<file path="config.mk">
export PLATFORM = sky130hd
export DESIGN_NAME = uart_tx_arbiter
export DESIGN_NICKNAME = d
export VERILOG_FILES = /design/src/rtl/uart_pkg.sv /design/src/rtl/uart_byte_tx.sv /design/src/rtl/uart_tx_arbiter.sv
export SDC_FILE = /design/constraint.sdc
export NUM_CORES = 1
export LEC_CHECK = 0
export ABC_CLOCK_PERIOD_IN_PS = 2100
export BUFFER_PORTS_ARGS = -buffer_cell sky130_fd_sc_hd__buf_2
export CORE_ASPECT_RATIO = 2
export CORE_MARGIN = 2
export CORE_UTILIZATION = 40
export CTS_CLUSTER_DIAMETER = 150
export DETAILED_ROUTE_END_ITERATION = 6
export HOLD_SLACK_MARGIN = 0.1
export PLACE_DENSITY = 0.71
export SYNTH_ARGS = -nofsm -noshare
export SYNTH_HDL_FRONTEND = slang
export SYNTH_HIERARCHICAL = 1
export SYNTH_SLANG_ARGS = --single-unit
</file>
<file path="constraint.sdc">
create_clock -name clk -period 2.1 [get_ports clk]
set_input_delay 0.525 -clock clk [delete_from_list [all_inputs] [get_ports clk]]
set_output_delay 0.525 -clock clk [all_outputs]
set_load 0.01 [all_outputs]
</file>
<file path="src/rtl/uart_pkg.sv">
// Shared UART constants and the arbiter FSM state encoding, used by every
// UART block on the board.
package uart_pkg;

    localparam int unsigned CYCLE_1s     = 50_000_000;
    localparam int unsigned BAUDRATE     = 115_200;
    localparam int unsigned CYCLE_UART   = CYCLE_1s / BAUDRATE;
    localparam logic [7:0]  LOCK_CHAR    = 8'h0A;
    localparam int unsigned LOCK_TIMEOUT = 50_000;

    typedef enum logic {
        IDLE = 1'b0,
        SEND = 1'b1
    } state_t;

endpackage

</file>
<file path="src/rtl/uart_byte_tx.sv">
// 8N1 byte serializer: start bit, eight data bits LSB first, stop bit,
// each bit CYCLE_UART clocks long.
module uart_byte_tx #(
    parameter int unsigned CYCLE_UART = uart_pkg::CYCLE_UART
) (
    input  logic       clk,
    input  logic       res_n,
    input  logic       start,
    input  logic [7:0] data,
    output logic       tx,
    output logic       busy,
    output logic       done
);

    localparam int unsigned TW = $clog2(CYCLE_UART + 1);

    logic [TW-1:0] timer;
    logic [3:0]    bit_idx;
    logic [7:0]    shreg;
    logic          bit_end;

    assign bit_end = (timer == TW'(CYCLE_UART - 1));
    // bit_idx 0 is the start bit, 1..8 data, 9 the stop bit
    assign done    = busy && bit_end && (bit_idx == 4'd9);

    always_ff @(posedge clk) begin
        if (!res_n) begin
            tx      <= 1'b1;
            busy    <= 1'b0;
            timer   <= '0;
            bit_idx <= '0;
            shreg   <= '0;
        end else if (!busy) begin
            if (start) begin
                busy    <= 1'b1;
                tx      <= 1'b0;
                shreg   <= data;
                timer   <= '0;
                bit_idx <= '0;
            end
        end else if (bit_end) begin
            timer <= '0;
            if (bit_idx == 4'd9) begin
                busy <= 1'b0;
                tx   <= 1'b1;
            end else begin
                // ones shifted in from the top become the stop bit
                bit_idx <= bit_idx + 4'd1;
                tx      <= shreg[0];
                shreg   <= {1'b1, shreg[7:1]};
            end
        end else begin
            timer <= timer + TW'(1);
        end
    end

endmodule

</file>
<file path="src/rtl/uart_tx_arbiter.sv">
// Round-robin arbiter with line locking that shares one UART TX pin between
// NREQ byte producers; a line owner keeps the pin until LOCK_CHAR or timeout.
module uart_tx_arbiter #(
    parameter int unsigned NREQ         = 2,
    parameter int unsigned CYCLE_UART   = uart_pkg::CYCLE_UART,
    parameter logic [7:0]  LOCK_CHAR    = uart_pkg::LOCK_CHAR,
    parameter int unsigned LOCK_TIMEOUT = uart_pkg::LOCK_TIMEOUT,
    localparam int unsigned IDW         = (NREQ > 1) ? $clog2(NREQ) : 1
) (
    input  logic                clk,
    input  logic                res_n,
    input  logic [NREQ-1:0]     req_valid,
    input  logic [8*NREQ-1:0]   req_data,
    output logic [NREQ-1:0]     req_ready,
    output logic                uart_tx,
    output logic                busy,
    output logic [IDW-1:0]      grant_id
);

    import uart_pkg::*;

    localparam int unsigned TW = $clog2(LOCK_TIMEOUT + 1);

    state_t         state;
    logic           lock;
    logic [IDW-1:0] owner;
    logic [IDW-1:0] last;
    logic [TW-1:0]  tcnt;

    logic [IDW-1:0]  cand;
    logic            cand_ok;
    logic [IDW-1:0]  hs_id;
    logic            hs;
    logic [7:0]      hs_data;
    logic [NREQ-1:0] vshift;
    int unsigned     idx;
    logic            tx_busy;
    logic            tx_done;

    // Rotating scan starting one past the last granted requester
    always_comb begin
        cand    = '0;
        cand_ok = 1'b0;
        idx     = 0;
        vshift  = '0;
        for (int unsigned k = 1; k <= NREQ; k++) begin
            idx    = (32'(last) + k) % NREQ;
            vshift = req_valid >> idx;
            if (!cand_ok && vshift[0]) begin
                cand_ok = 1'b1;
                cand    = IDW'(idx);
            end
        end
    end

    always_comb begin
        req_ready = '0;
        if (res_n && state == IDLE) begin
            if (lock)
                req_ready[owner] = req_valid[owner];
            else if (cand_ok)
                req_ready[cand] = 1'b1;
        end
    end

    assign hs    = |(req_ready & req_valid);
    assign hs_id = lock ? owner : cand;

    always_comb begin
        hs_data = '0;
        for (int unsigned i = 0; i < NREQ; i++) begin
            if (hs_id == IDW'(i))
                hs_data = req_data[8*i +: 8];
        end
    end

    always_ff @(posedge clk) begin
        if (!res_n) begin
            state    <= IDLE;
            lock     <= 1'b0;
            owner    <= '0;
            last     <= IDW'(NREQ - 1);
            tcnt     <= '0;
            grant_id <= '0;
        end else begin
            case (state)
                IDLE: begin
                    if (hs) begin
                        state    <= SEND;
                        grant_id <= hs_id;
                        last     <= hs_id;
                        tcnt     <= '0;
                        if (hs_data == LOCK_CHAR) begin
                            lock <= 1'b0;
                        end else begin
                            lock  <= 1'b1;
                            owner <= hs_id;
                        end
                    end else if (lock && !req_valid[owner]) begin
                        // release lands on the edge where the count reaches LOCK_TIMEOUT
                        if (tcnt == TW'(LOCK_TIMEOUT - 1))
                            lock <= 1'b0;
                        tcnt <= tcnt + TW'(1);
                    end
                end
                SEND: begin
                    if (tx_done)
                        state <= IDLE;
                end
                default: state <= IDLE;
            endcase
        end
    end

    uart_byte_tx #(
        .CYCLE_UART(CYCLE_UART)
    ) u_byte_tx (
        .clk   (clk),
        .res_n (res_n),
        .start (hs),
        .data  (hs_data),
        .tx    (uart_tx),
        .busy  (tx_busy),
        .done  (tx_done)
    );

    assign busy = tx_busy;

endmodule

</file>
======== Yosys cells after proc, flatten, opt, wreduce, memory -nomap -nowiden ========
Index checks and enable logic that the tools add are counted.
operators by class
  bitwise operators ....................... 4
  order comparisons ....................... 4
  reduce and logical (&&, ||, !) cells .... 19
  eq/ne operators ......................... 6
  mux-type cells .......................... 42
  add/sub/neg operators ................... 5
  shift operators ......................... 2
operator list
  kind                   count
  $mux 8                 5
  $mux 16                2
  $mux 9                 3
  $mux 1                 22
  $add 16x1->16 const B  1
  $eq 16x16->1 const B   1
  $mux 4                 4
  $add 9x1->9 const B    1
  $eq 9x9->1 const B     1
  $reduce_and 3->1       3
  $eq 8x4->1 const B     1
  $logic_and 1x1->1      7
  $mux 2                 3
  $reduce_and 2->1       3
  $reduce_bool 2->1      3
  $add 4x1->4 const B    1
  $and 2x2->2            2
  $eq 4x4->1 const B     1
  $lt 1x2->1 const B     2
  $ne 2x2->1 const B     2
  $shr 2x1->1            2
  $add 1x1->1 const B    2
  $demux 1 s1            2
  $ge 1x1->1 const B     2
  4 further kinds        6
storage, ports and cells
  input port bits ......................... 20
  output and inout bits ................... 5
  flip-flop bits (word level) ............. 44

======== Depth between registers and ports, before layout ========
  depth in word-level cells ............... 17
  gate-level depth with buffers ........... 10
  gate-level depth less buffers ........... 8

======== By module ========
The synthesis kept the hierarchy.
by module, submodules not included
  module           sequential area each (µm²)  cells each  instances  area an instance (µm²)
  uart_tx_arbiter  420.4                       138         1          1253.7
  uart_byte_tx     460.4                       132         1          1211.2

======== Worst setup path before layout ========
OpenSTA, ideal clock, no wires.
  path kind ............................... input -> register
  start ................................... input port req_valid[0]
  end ..................................... register u_byte_tx.shreg[0]
  setup slack ............................. 83 ps
  buffers on the path ..................... 3
  arrival time ............................ 1901 ps
  stages .................................. 8
  cell sequence ........................... or2_2 and3_1 buf_2 nor2b_1 a41o_1 buf_6 buf_12 o211a_1
on the way
  longest elaborated chain between the ends .. 16
  elaborated cells on any way between the ends .. 27
  those cells by class .................... order compare: 2; shift: 2; mux: 15; bitwise: 2; reduce/logical: 6
RTL lines
  element                                                         RTL line               source
  start: declaration                                              uart_tx_arbiter.sv:12  input logic [NREQ-1:0] req_valid,
  $shr 2x1->1                                                     uart_tx_arbiter.sv:48  vshift = req_valid >> idx;
  $mux 1                                                          uart_tx_arbiter.sv:49  if (!cand_ok && vshift[0]) begin
  $logic_not 1->1                                                 uart_tx_arbiter.sv:49
  $logic_and 1x1->1                                               uart_tx_arbiter.sv:49
  $mux 1                                                          uart_tx_arbiter.sv:49
  $lt 1x2->1 (implied by the code) or $ge 1x1->1 (tied branches)  uart_tx_arbiter.sv:62  req_ready[cand] = 1'b1;
  $logic_and 1x1->1 (implied by the code)                         uart_tx_arbiter.sv:62
  $mux 1 (implied by the code)                                    uart_tx_arbiter.sv:62
  $demux 1 s1                                                     uart_tx_arbiter.sv:62
  $mux 2                                                          uart_tx_arbiter.sv:61  else if (cand_ok)
  $mux 2                                                          uart_tx_arbiter.sv:59  if (lock)
  $mux 2                                                          uart_tx_arbiter.sv:58  if (res_n && state == IDLE) begin
  $and 2x2->2 *                                                   uart_tx_arbiter.sv:66  assign hs = |(req_ready & req_valid);
  $reduce_or 2->1 *                                               uart_tx_arbiter.sv:66
  net hs                                                          uart_tx_arbiter.sv:33  logic hs;
  $reduce_bool 2->1 (no line) *                                   n/a
  $reduce_and 3->1 (no line) *                                    n/a
  end signal: assignment                                          uart_byte_tx.sv:37     shreg <= data;
  end signal: assignment                                          uart_byte_tx.sv:50     shreg <= {1'b1, shreg[7:1]};
  end: declaration                                                uart_byte_tx.sv:19     logic [7:0] shreg;
Mark *: on every way through the listed nets, which the timed path passes. The rest lies on a longest branch. The select of a mux whose other input is x is not followed.
A chain may end at the register's enable or synchronous reset.

======== Final worst setup path ========
  start ................................... register state
  end ..................................... output port req_ready[0]
on the way
  longest elaborated chain between the ends .. 3
RTL lines
  element                   RTL line                source
  start: declaration        uart_tx_arbiter.sv:24   state_t state;
  start signal: assignment  uart_tx_arbiter.sv:79   state <= IDLE;
  start signal: assignment  uart_tx_arbiter.sv:89   state <= SEND;
  start signal: assignment  uart_tx_arbiter.sv:108  state <= IDLE;
  $not 1->1 (no line)       n/a
  $logic_and 1x1->1         uart_tx_arbiter.sv:58
  $mux 2                    uart_tx_arbiter.sv:58
  end: declaration          uart_tx_arbiter.sv:14   output logic [NREQ-1:0] req_ready,
Every way passes these cells.

==> metrics.csv <==
metric,value,unit
startpoint_type,flip-flop,
path_class,reg2out,
cts_setup_buffers,0,
critPathRequiredTime,1.57,ns
ys_warn_count,6,
clkTransAtPathRegs,0.07,ns
cts_buffers,5,
p_sw_frac,0.254,
diodes,0,
comb_power_share,0.146,
status,"finished, final reports clean",
synth_ff_type,dfxtp_1,
ys_types,59,
finClkSkew,0.00649,ns
p_clk_frac,0.425,
worst_slew_margin_rel,0.365,
fin_cells,369,
track_usage,0.177,
drt-wirelength-per-cell,14.8,µm
die_h,115,µm
die_w,59.5,µm
power,2.12,mW
synth_cells,270,
h-tree-depth,2,
p_int,1.58,mW
hp-start,grant_id,
fmax,0.522,GHz
rrSetupSlack,0.22,ns
rr_worst_depth,5,
setup_tns,0,ns
cap_violations,0,
port_buffers,24,
cts_tree,yes,
drive_above_1_share,0.225,
cts.sinks,44,
min_to,grant_id,
grt_pass1_wl,9260,µm
avgSynthCellArea,9.13,µm²
setup_viol,0,
clk_latency,0.29,ns
core,6010,µm²
io-pin-count,25,
synth_edf_count,0,
vias,2121,
ir_worst_vdd,0.557,mV
die_area,6840,µm²
ys_seq_elements,44,
cts_root_buf,clkbuf_16,
p_per_area,739,nW/µm²
critPathMaxFanout,9,
r2r_start,u_byte_tx/timer[0],
row_count,40,
yosysSeqAreaShare,0.357,
drt_first_iter_violations,73,
final_common_cell,dfxtp_1,
gp_congestion,0.896,
hpwl,4230,µm
area_growth,16.4,%
holdPathStages,2,
crit_path_end_kind,primary output,
nets,330,
dr.pass1.iters,4,
rsz0062_at_grt,false,
syn-cell-area,2460,µm²
drv_slew,0,
dp_cells,361,
power.net_switching,0.538,mW
ant_nets,0,
start_util,0.410,
remaining_drc_errors,0,
grt-ovfl-total,0,
period_minus_slack,1.92,ns
syn-num-nets,295,
post-route-period-util,0.912,
cts_buffer_depth,2,
holdWs,0.471,ns
hp-class,reg2reg,
r2r-end,u_byte_tx/bit_idx[0],
hold_violations,0,
grt_max_degree,25,
via_per_inst,5.75,
grt_pass1_vias,2144,
seqPwrFrac,0.429,
ys_async_sr_fraction,0,
p_leak,1.14,nW
cp_data_arrival_time,1.39,ns
final_cell_mix,"44 x dfxtp_1, 26 x nor2_1, 25 x nand2_1",
grt_antenna_before_repair,0,
worst_slew_pin_slew,0.946,ns
drt-total-wl,5460,µm
## how the worst max path moves through the flow
stage	start	end	slack, ns	cells after the start
3_3_place_gp	req_valid[0]	u_byte_tx/shreg[7]	-0.02	6
3_5_place_dp	req_valid[0]	u_byte_tx/shreg[7]	-0.04	6
5_1_grt	state	u_byte_tx/bit_idx[0]	0.04	6
2_1_floorplan	req_valid[0]	u_byte_tx/shreg[0]	0.08	8
6_report	state	req_ready[0]	0.18	4
4_1_cts	state	req_ready[0]	0.06	4
## cell families (layout without fill, tap and decap cells)
logic type | after synthesis | in the layout | share of synthesized area
muxes | 21 | 21 | 0.0914
buffers and inverters | 20 | 56 | 0.0462
AOI/OAI and AO/OA | 51 | 51 | 0.155
adders and majority gates | 5 | 5 | 0.0254
xor gates and xnor gates | 14 | 14 | 0.0497
DFF | 44 | 44 | 0.357
and+or+nand+nor | 115 | 115 | 0.275
## critical path, stage by stage, from the launching register on
cell	delay, ns
dfxtp_1	0.39
nor2b_1	0.25
nand2_1	0.12
nor3_2	0.18
buf_2	0.17
## synthesized netlist by cell type, drive strengths merged, types with 3 or more instances
| cell type | number | share of area |
|---|---|---|
| nor2b | 4 | 0.010 |
| a21oi | 11 | 0.022 |
| o211a | 7 | 0.028 |
| dfxtp | 44 | 0.36 |
| o21ai | 10 | 0.022 |
| xnor2 | 13 | 0.046 |
| inv | 10 | 0.015 |
| nor4b | 5 | 0.026 |
| nand3 | 9 | 0.018 |
| nand2b | 4 | 0.010 |
| nor4 | 5 | 0.025 |
| mux2 | 9 | 0.043 |
| nor2 | 26 | 0.040 |
| and2 | 3 | 0.0086 |
| ha | 5 | 0.025 |
| a31oi | 6 | 0.021 |
| nor3b | 3 | 0.0091 |
| and4 | 3 | 0.011 |
| nand4 | 3 | 0.0076 |
| buf | 9 | 0.029 |
| nand2 | 25 | 0.038 |
| nor3 | 9 | 0.020 |
| mux2i | 12 | 0.049 |
| and3 | 5 | 0.013 |
## through the flow
| stage | cell area, µm² | setup slack, ns | utilization |
|---|---|---|---|
| floorplan | 2460 | 0.0828 | - |
| global placement | 2690 | -0.0229 | 0.448 |
| detailed placement | 2690 | -0.0438 | 0.448 |
| CTS | 2860 | 0.0598 | 0.477 |
| global route | 2870 | 0.0435 | 0.478 |
| finish | 2870 | 0.185 | 0.478 |
## per-layer routing
| layer | global-route usage | vias up | share of wire |
|---|---|---|---|
| met5 | 0 | - | 0 |
| met4 | 0.101 | 0 | 0.029 |
| met3 | 0.0315 | 10 | 0.022 |
| met2 | 0.343 | 38 | 0.58 |
| met1 | 0.162 | 1022 | 0.37 |
| li1 | - | 1051 | - |
## power by group through the flow
| stage | combinational, mW | sequential [mW] | clock (mW) |
|---|---|---|---|
| 2_1_floorplan | 0.227 | 0.916 | 0 |
| 3_3_place_gp | 0.302 | 0.927 | 0 |
| 3_5_place_dp | 0.309 | 0.928 | 0 |
| 4_1_cts | 0.310 | 0.910 | 0.927 |
| 5_1_grt | 0.343 | 0.914 | 0.957 |
| 6_report | 0.309 | 0.910 | 0.901 |
## layout make-up
cell class | count | area [µm²]
Inverter | 10 | 37.5
Clock buffer | 5 | 125
Sequential cell | 44 | 881
Timing Repair Buffer | 38 | 225
Multi-Input combinational cell | 206 | 1480
Clock inverter | 3 | 46.3
Fill cell | 587 | 3140
Tap cell | 63 | 78.8
## flip-flops by register name, indices dropped and copies added, names as in the netlist
signal	count
last	1
u_byte_tx/busy	1
u_byte_tx/tx	1
u_byte_tx/shreg	8
u_byte_tx/timer	9
owner	1
u_byte_tx/bit_idx	4
state	1
grant_id	1
lock	1
tcnt	16
## what timing repair did
action,4_1_cts,5_1_grt
endpoints found under the setup margin,0,1
hold endpoints to repair,0,0
resized for setup,0,1
hold buffers,0,0
No activity file was read; power rests on OpenSTA's default activity.
